===== src/rtl/baud_tick_if.sv =====
// baud_tick_if: rate select / resync inputs and tick outputs of the baud tick
// generator. The custom_inc signal exists only when BAUD_CUSTOM_EN is defined.
interface baud_tick_if #(
    parameter int ACC_W = 24
) ();
    logic [1:0]       baud_sel;
    logic             rx_resync;
`ifdef BAUD_CUSTOM_EN
    logic [ACC_W-1:0] custom_inc;
`endif
    logic             os_tick;
    logic             bit_tick;
    logic             active;

    // master drives the rate/resync controls, slave is the generator
    modport master (
        output baud_sel,
        output rx_resync,
`ifdef BAUD_CUSTOM_EN
        output custom_inc,
`endif
        input  os_tick,
        input  bit_tick,
        input  active
    );

    modport slave (
        input  baud_sel,
        input  rx_resync,
`ifdef BAUD_CUSTOM_EN
        input  custom_inc,
`endif
        output os_tick,
        output bit_tick,
        output active
    );
endinterface


===== src/rtl/baud_tick_gen.sv =====
// baud_tick_gen: fractional phase-accumulator baud tick generator.
// os_tick pulses at OVERSAMPLE x baud, bit_tick on every OVERSAMPLE-th os_tick.
// Optional feature macro: BAUD_CUSTOM_EN adds custom_inc, used when baud_sel
// is 2'b00 (custom_inc == 0 means off).
module baud_tick_gen #(
    parameter int CLK_HZ     = 50000000,
    parameter int OVERSAMPLE = 16,
    parameter int ACC_W      = 24,
    parameter int BAUD_1     = 9600,
    parameter int BAUD_2     = 57600,
    parameter int BAUD_3     = 115200
) (
    input logic        clock,
    input logic        reset,
    baud_tick_if.slave bus
);
    localparam int SUB_W = $clog2(OVERSAMPLE);
    localparam logic [SUB_W-1:0] SUB_MAX = SUB_W'(OVERSAMPLE - 1);

    // Rounded increment: (baud * OVERSAMPLE * 2^ACC_W + CLK_HZ/2) / CLK_HZ
    function automatic logic [63:0] calc_inc(input logic [63:0] baud);
        return (((baud * 64'(OVERSAMPLE)) << ACC_W) + 64'(CLK_HZ / 2)) / 64'(CLK_HZ);
    endfunction

    function automatic bit inc_bad(input logic [63:0] inc);
        return (inc == 64'd0) || (inc >= (64'd1 << ACC_W));
    endfunction

    localparam logic [63:0] INC_1_W = calc_inc(64'(BAUD_1));
    localparam logic [63:0] INC_2_W = calc_inc(64'(BAUD_2));
    localparam logic [63:0] INC_3_W = calc_inc(64'(BAUD_3));

    localparam logic [ACC_W-1:0] INC_1 = INC_1_W[ACC_W-1:0];
    localparam logic [ACC_W-1:0] INC_2 = INC_2_W[ACC_W-1:0];
    localparam logic [ACC_W-1:0] INC_3 = INC_3_W[ACC_W-1:0];

    if (inc_bad(INC_1_W) || inc_bad(INC_2_W) || inc_bad(INC_3_W)) begin : g_bad_inc
        $error("baud_tick_gen: a rate increment is zero or does not fit in ACC_W bits");
    end

    if (OVERSAMPLE < 2 || (OVERSAMPLE & (OVERSAMPLE - 1)) != 0) begin : g_bad_os
        $error("baud_tick_gen: OVERSAMPLE must be a power of two >= 2");
    end

    logic [1:0]       sel_q;
    logic [ACC_W-1:0] acc;
    logic [SUB_W-1:0] sub_cnt;
    logic             os_q;
    logic             bit_q;
    logic             active_q;

    logic [ACC_W-1:0] inc;
    logic [ACC_W:0]   sum;
    logic             sel_change;
    logic             nxt_active;
    logic             running;

`ifdef BAUD_CUSTOM_EN
    logic [ACC_W-1:0] cust_q;

    // last-seen custom increment, so a change while on 2'b00 restarts the phase
    always_ff @(posedge clock) begin
        if (reset) cust_q <= '0;
        else       cust_q <= bus.custom_inc;
    end
`endif

    // increment for the registered rate, and detection of a rate change
    always_comb begin
        inc = '0;
        unique case (sel_q)
            2'b01:   inc = INC_1;
            2'b10:   inc = INC_2;
            2'b11:   inc = INC_3;
            default: begin
`ifdef BAUD_CUSTOM_EN
                inc = cust_q;
`else
                inc = '0;
`endif
            end
        endcase
`ifdef BAUD_CUSTOM_EN
        sel_change = (bus.baud_sel != sel_q) ||
                     (sel_q == 2'b00 && bus.custom_inc != cust_q);
        nxt_active = (bus.baud_sel != 2'b00) || (bus.custom_inc != '0);
`else
        sel_change = (bus.baud_sel != sel_q);
        nxt_active = (bus.baud_sel != 2'b00);
`endif
        // a zero increment is the "off" state
        running = (inc != '0);
        sum     = {1'b0, acc} + {1'b0, inc};
    end

    // phase accumulator, sub-bit counter and registered tick outputs
    always_ff @(posedge clock) begin
        if (reset) begin
            sel_q    <= 2'b00;
            acc      <= '0;
            sub_cnt  <= '0;
            os_q     <= 1'b0;
            bit_q    <= 1'b0;
            active_q <= 1'b0;
        end else if (sel_change) begin
            // one tick-free clear cycle; takes precedence over rx_resync
            sel_q    <= bus.baud_sel;
            acc      <= '0;
            sub_cnt  <= '0;
            os_q     <= 1'b0;
            bit_q    <= 1'b0;
            active_q <= nxt_active;
        end else if (!running) begin
            acc      <= '0;
            sub_cnt  <= '0;
            os_q     <= 1'b0;
            bit_q    <= 1'b0;
            active_q <= 1'b0;
        end else if (bus.rx_resync) begin
            // realign: the next bit_tick is exactly OVERSAMPLE os_ticks away
            acc      <= '0;
            sub_cnt  <= '0;
            os_q     <= 1'b0;
            bit_q    <= 1'b0;
            active_q <= 1'b1;
        end else begin
            acc      <= sum[ACC_W-1:0];
            os_q     <= sum[ACC_W];
            bit_q    <= sum[ACC_W] && (sub_cnt == SUB_MAX);
            active_q <= 1'b1;
            if (sum[ACC_W]) sub_cnt <= sub_cnt + 1'b1;
        end
    end

    assign bus.os_tick  = os_q;
    assign bus.bit_tick = bit_q;
    assign bus.active   = active_q;
endmodule

===== src/flat_wrapper.sv =====
// flat-port wrapper written by rule: the top's interface ports become plain ports
module baud_tick_gen_flat 
#(
    parameter int CLK_HZ     = 50000000,
    parameter int OVERSAMPLE = 16,
    parameter int ACC_W      = 24,
    parameter int BAUD_1     = 9600,
    parameter int BAUD_2     = 57600,
    parameter int BAUD_3     = 115200
)
  (clock, reset, bus_baud_sel, bus_rx_resync, bus_os_tick, bus_bit_tick, bus_active);
  baud_tick_if #(.ACC_W(ACC_W)) bus_i ();
  input logic clock;
  input logic reset;
  input wire logic [$bits(bus_i.baud_sel)-1:0] bus_baud_sel;
  input wire logic [$bits(bus_i.rx_resync)-1:0] bus_rx_resync;
  output wire logic [$bits(bus_i.os_tick)-1:0] bus_os_tick;
  output wire logic [$bits(bus_i.bit_tick)-1:0] bus_bit_tick;
  output wire logic [$bits(bus_i.active)-1:0] bus_active;
  assign bus_i.baud_sel = bus_baud_sel;
  assign bus_i.rx_resync = bus_rx_resync;
  assign bus_os_tick = bus_i.os_tick;
  assign bus_bit_tick = bus_i.bit_tick;
  assign bus_active = bus_i.active;
  baud_tick_gen #(.CLK_HZ(CLK_HZ), .OVERSAMPLE(OVERSAMPLE), .ACC_W(ACC_W), .BAUD_1(BAUD_1), .BAUD_2(BAUD_2), .BAUD_3(BAUD_3)) u_core (.clock(clock), .reset(reset), .bus(bus_i));
endmodule

===== config.mk =====
export PLATFORM = sky130hd
export DESIGN_NAME = baud_tick_gen_flat
export DESIGN_NICKNAME = d
export VERILOG_FILES = /design/src/rtl/baud_tick_if.sv /design/src/rtl/baud_tick_gen.sv /design/src/flat_wrapper.sv
export SDC_FILE = /design/constraint.sdc
export NUM_CORES = 1
export LEC_CHECK = 0
export ABC_AREA = 1
export BUFFER_PORTS_ARGS = -buffer_cell sky130_fd_sc_hd__buf_2
export CELL_PAD_IN_SITES_DETAIL_PLACEMENT = 2
export CELL_PAD_IN_SITES_GLOBAL_PLACEMENT = 2
export CORE_ASPECT_RATIO = 0.6
export CORE_MARGIN = 5
export CORE_UTILIZATION = 37
export DETAILED_ROUTE_END_ITERATION = 16
export GPL_ROUTABILITY_DRIVEN = 1
export PLACE_DENSITY_LB_ADDON = 0.08
export REMOVE_ABC_BUFFERS = 1
export SYNTH_ARGS = -nofsm -noshare
export SYNTH_HDL_FRONTEND = slang
export SYNTH_SLANG_ARGS = --single-unit
export TNS_END_PERCENT = 5

===== constraint.sdc =====
create_clock -name clock -period 5.3 [get_ports clock]
set_input_delay 0.795 -clock clock [delete_from_list [all_inputs] [get_ports clock]]
set_output_delay 0.795 -clock clock [all_outputs]
set_load 0.1 [all_outputs]

==> flow_metrics.tcl <==
set metrics [dict create \
    synth_enable_flop_cells 0 \
    grt_pass1_vias 3084 \
    cts_tree "built" \
    synth.largest_area_cell "dfxtp_1" \
    cp.required_ns 5.53 \
    tightest_slew_ns 0.511 \
    max_cap_violations 0 \
    h-tree-depth 2 \
    dpl.hpwl_um 8220 \
    ys_types 34 \
    die_width_um 120 \
    die_h_um 75.9 \
    die_area_mm2 0.00911 \
    drc 0 \
    yosys_warnings 0 \
    wl_per_cell_um 19.5 \
    gp_congestion 0.871 \
    powerDensity_mw_per_mm2 239 \
    seqCellArea_um2 661 \
    final.setup.tns_ns 0 \
    finalClockSkew_ns 0.00924 \
    status "finished clean" \
    vias 2887 \
    rsz0062_at_grt "no" \
    initial_core_util_pct 37.5 \
    fin_nets 468 \
    hp-class "register to register" \
    start_kind "register" \
    synthCells 434 \
    synth-async-reset-ratio_pct 0 \
    hold_start "u_core.acc[22]$_SDFF_PP0_" \
    critPathMaxStageDelay_ns 0.64 \
    fillCellCount 896 \
    holdBufCountCts 0 \
    area_growth_syn_to_layout_pct 12.4 \
    synth_area_per_cell_um2 6.18 \
    cp_num_buf_inv 3 \
    synth_top_area_share_pct 24.6 \
    ys.flop_type "dfxtp_1" \
    cts_inserted_buffers 5 \
    synth_common_cells "nand2_1, inv_1, nor2_1" \
    cp_cell_sequence "inv_1, ha_1, inv_1, ha_1, a21oi_1, o21ai_0, inv_1, nor2_1, o21ai_0, nand3_1, nand2_1, nand2_1, nor2_1" \
    fin_crit_sh_pct 54.7 \
    clock_latency_ns 0.29 \
    seq_area_frac_synth_pct 24.6 \
    clk_pin_slew_ns 0.06 \
    finalPower_w 0.000721 \
    criticalPathCategory "register to register" \
    io_buffer_count 7 \
    finalSetupViolations 0 \
    yosys-top-cells-area "dfxtp_1, nand2_1, inv_1, nor2_1, ha_1" \
    rr_startpoint "u_core.sel_q[1]$_SDFFE_PP0N_" \
    cellLeakagePower_nw 1.54 \
    path_max_fanout 12 \
    clock.fmax_mhz 345 \
    slew_headroom_pct 65.9 \
    first_iter_violations 165 \
    multi_input_area_mm2 0.00172 \
    via_per_inst 5.37 \
    diodes 0 \
    coreArea_mm2 0.00715 \
    antenna_found_initial 0 \
    drive_above_1_share_pct 13.6 \
    worstSetupEndpointType "register" \
    cp.arrival_ns 3.13 \
    grt_max_degree 26 \
    cts_resized 0 \
    track_usage_pct 24.0 \
    yosysMostFrequentCell "nand2_1" \
    crit_start "u_core.sel_q[1]$_SDFFE_PP0N_" \
    ant_nets 0 \
    path_delay_family "flip-flops" \
    clock_path_buffers 2 \
    crit_top_cell "inv_1" \
    cts.sinks 33 \
    crit_slowest_cell "dfxtp_1" \
    peakVddDrop_uv 157 \
    drv_slew 0 \
    grt_pass1_wl_um 17000 \
    grt_overflow 0 \
    ys_seq_elements 33 \
    hold_viol 0 \
    root_buffer "clkbuf_16" \
    first_pass_iters 4 \
    num_rows 24 \
    routed_wl_um 10500 \
    cts_setup_buffers 0 \
    synth_area_mm2 0.00268 \
    ios 8 \
    min_period_ns 2.90 \
]
[state kept, by name (all words and copies together), names as in the netlist]
register,flops
u_core.acc,24
u_core.sub_cnt,4
u_core.sel_q,2
u_core.bus.active,1
u_core.bus.bit_tick,1
u_core.bus.os_tick,1
[metrics by stage]
stage	setup slack, ns	area [µm²]	hold slack, ns	util (%)	std cells
final	2.40	3010	0.514	42.2	538
after global placement	2.69	2820	0.496	39.5	530
after detailed placement	2.48	2820	0.506	39.5	530
after global routing	2.14	3010	0.553	42.2	538
after floorplan	3.01	2670	0.476	-	431
after CTS	2.46	3010	0.515	42.2	538
[final timing paths]
kind              slack [ns]  depth (start not counted)                   endpoint
setup / recovery        2.40                         13  u_core.acc[21]$_SDFF_PP0_
hold / removal          0.51                          2  u_core.acc[22]$_SDFF_PP0_
setup reg to reg        2.40                         13  u_core.acc[21]$_SDFF_PP0_
hold reg to reg         0.51                          2  u_core.acc[22]$_SDFF_PP0_
[report_power, final]
part | total (W) | internal, W | switching, W | leakage, nW
clock | 0.000396 | 0.000269 | 0.000127 | 0.0938
sequential | 0.000254 | 0.000251 | 0.00000320 | 0.267
combinational | 0.0000705 | 0.0000175 | 0.0000530 | 1.18
total | 0.000721 | 0.000537 | 0.000184 | 1.54
[cell families (layout without fill, tap and decap cells)]
| logic type | count (synthesis) | after routing | synth area share, % |
|---|---|---|---|
| compound gates | 52 | 52 | 11.1 |
| xor+xnor | 3 | 3 | 0.980 |
| fa+ha+maj | 17 | 17 | 8.21 |
| buf+inv | 79 | 92 | 11.2 |
| flops | 33 | 33 | 24.6 |
| simple gates | 250 | 250 | 43.9 |
[final cells by class]
cell class | instances | area share [%]
Clock buffer | 5 | 4.15
Clock inverter | 3 | 2.16
Inverter | 76 | 9.46
Multi-Input combinational cell | 322 | 57.1
Sequential cell | 33 | 21.9
Tap cell | 91 | 3.78
Timing Repair Buffer | 8 | 1.41
[layer usage]
metal / up-vias / global-route usage, % / part of all wire, %
met3: 6 / 6.47 / 6.4
met5: - / 0 / 0
li1: 1395 / - / -
met1: 1431 / 35.2 / 51
met4: 0 / 2.74 / 0.40
met2: 55 / 36.2 / 42
[worst min-delay path: stages (launching register included)]
cell     delay (ns)
dfxtp_1        0.32
nor2_1         0.10
nor2_1         0.05
[cells in the final DEF, fill, tap and decap left out, types with 2 or more instances in the layout]
master	n
dfxtp_1	33
ha_1	16
inv_1	69
nand3_1	32
o21a_1	2
nor2_1	61
bufinv_16	2
nand2_1	106
nand4_1	10
clkbuf_16	5
nand3_4	2
xnor2_1	2
buf_2	7
nand2_4	4
nor3_1	2
nand2_2	19
nor2_2	5
a21oi_1	27
inv_2	6
o21ai_0	17
nand3_2	4
(Power assumes the default switching activity.)
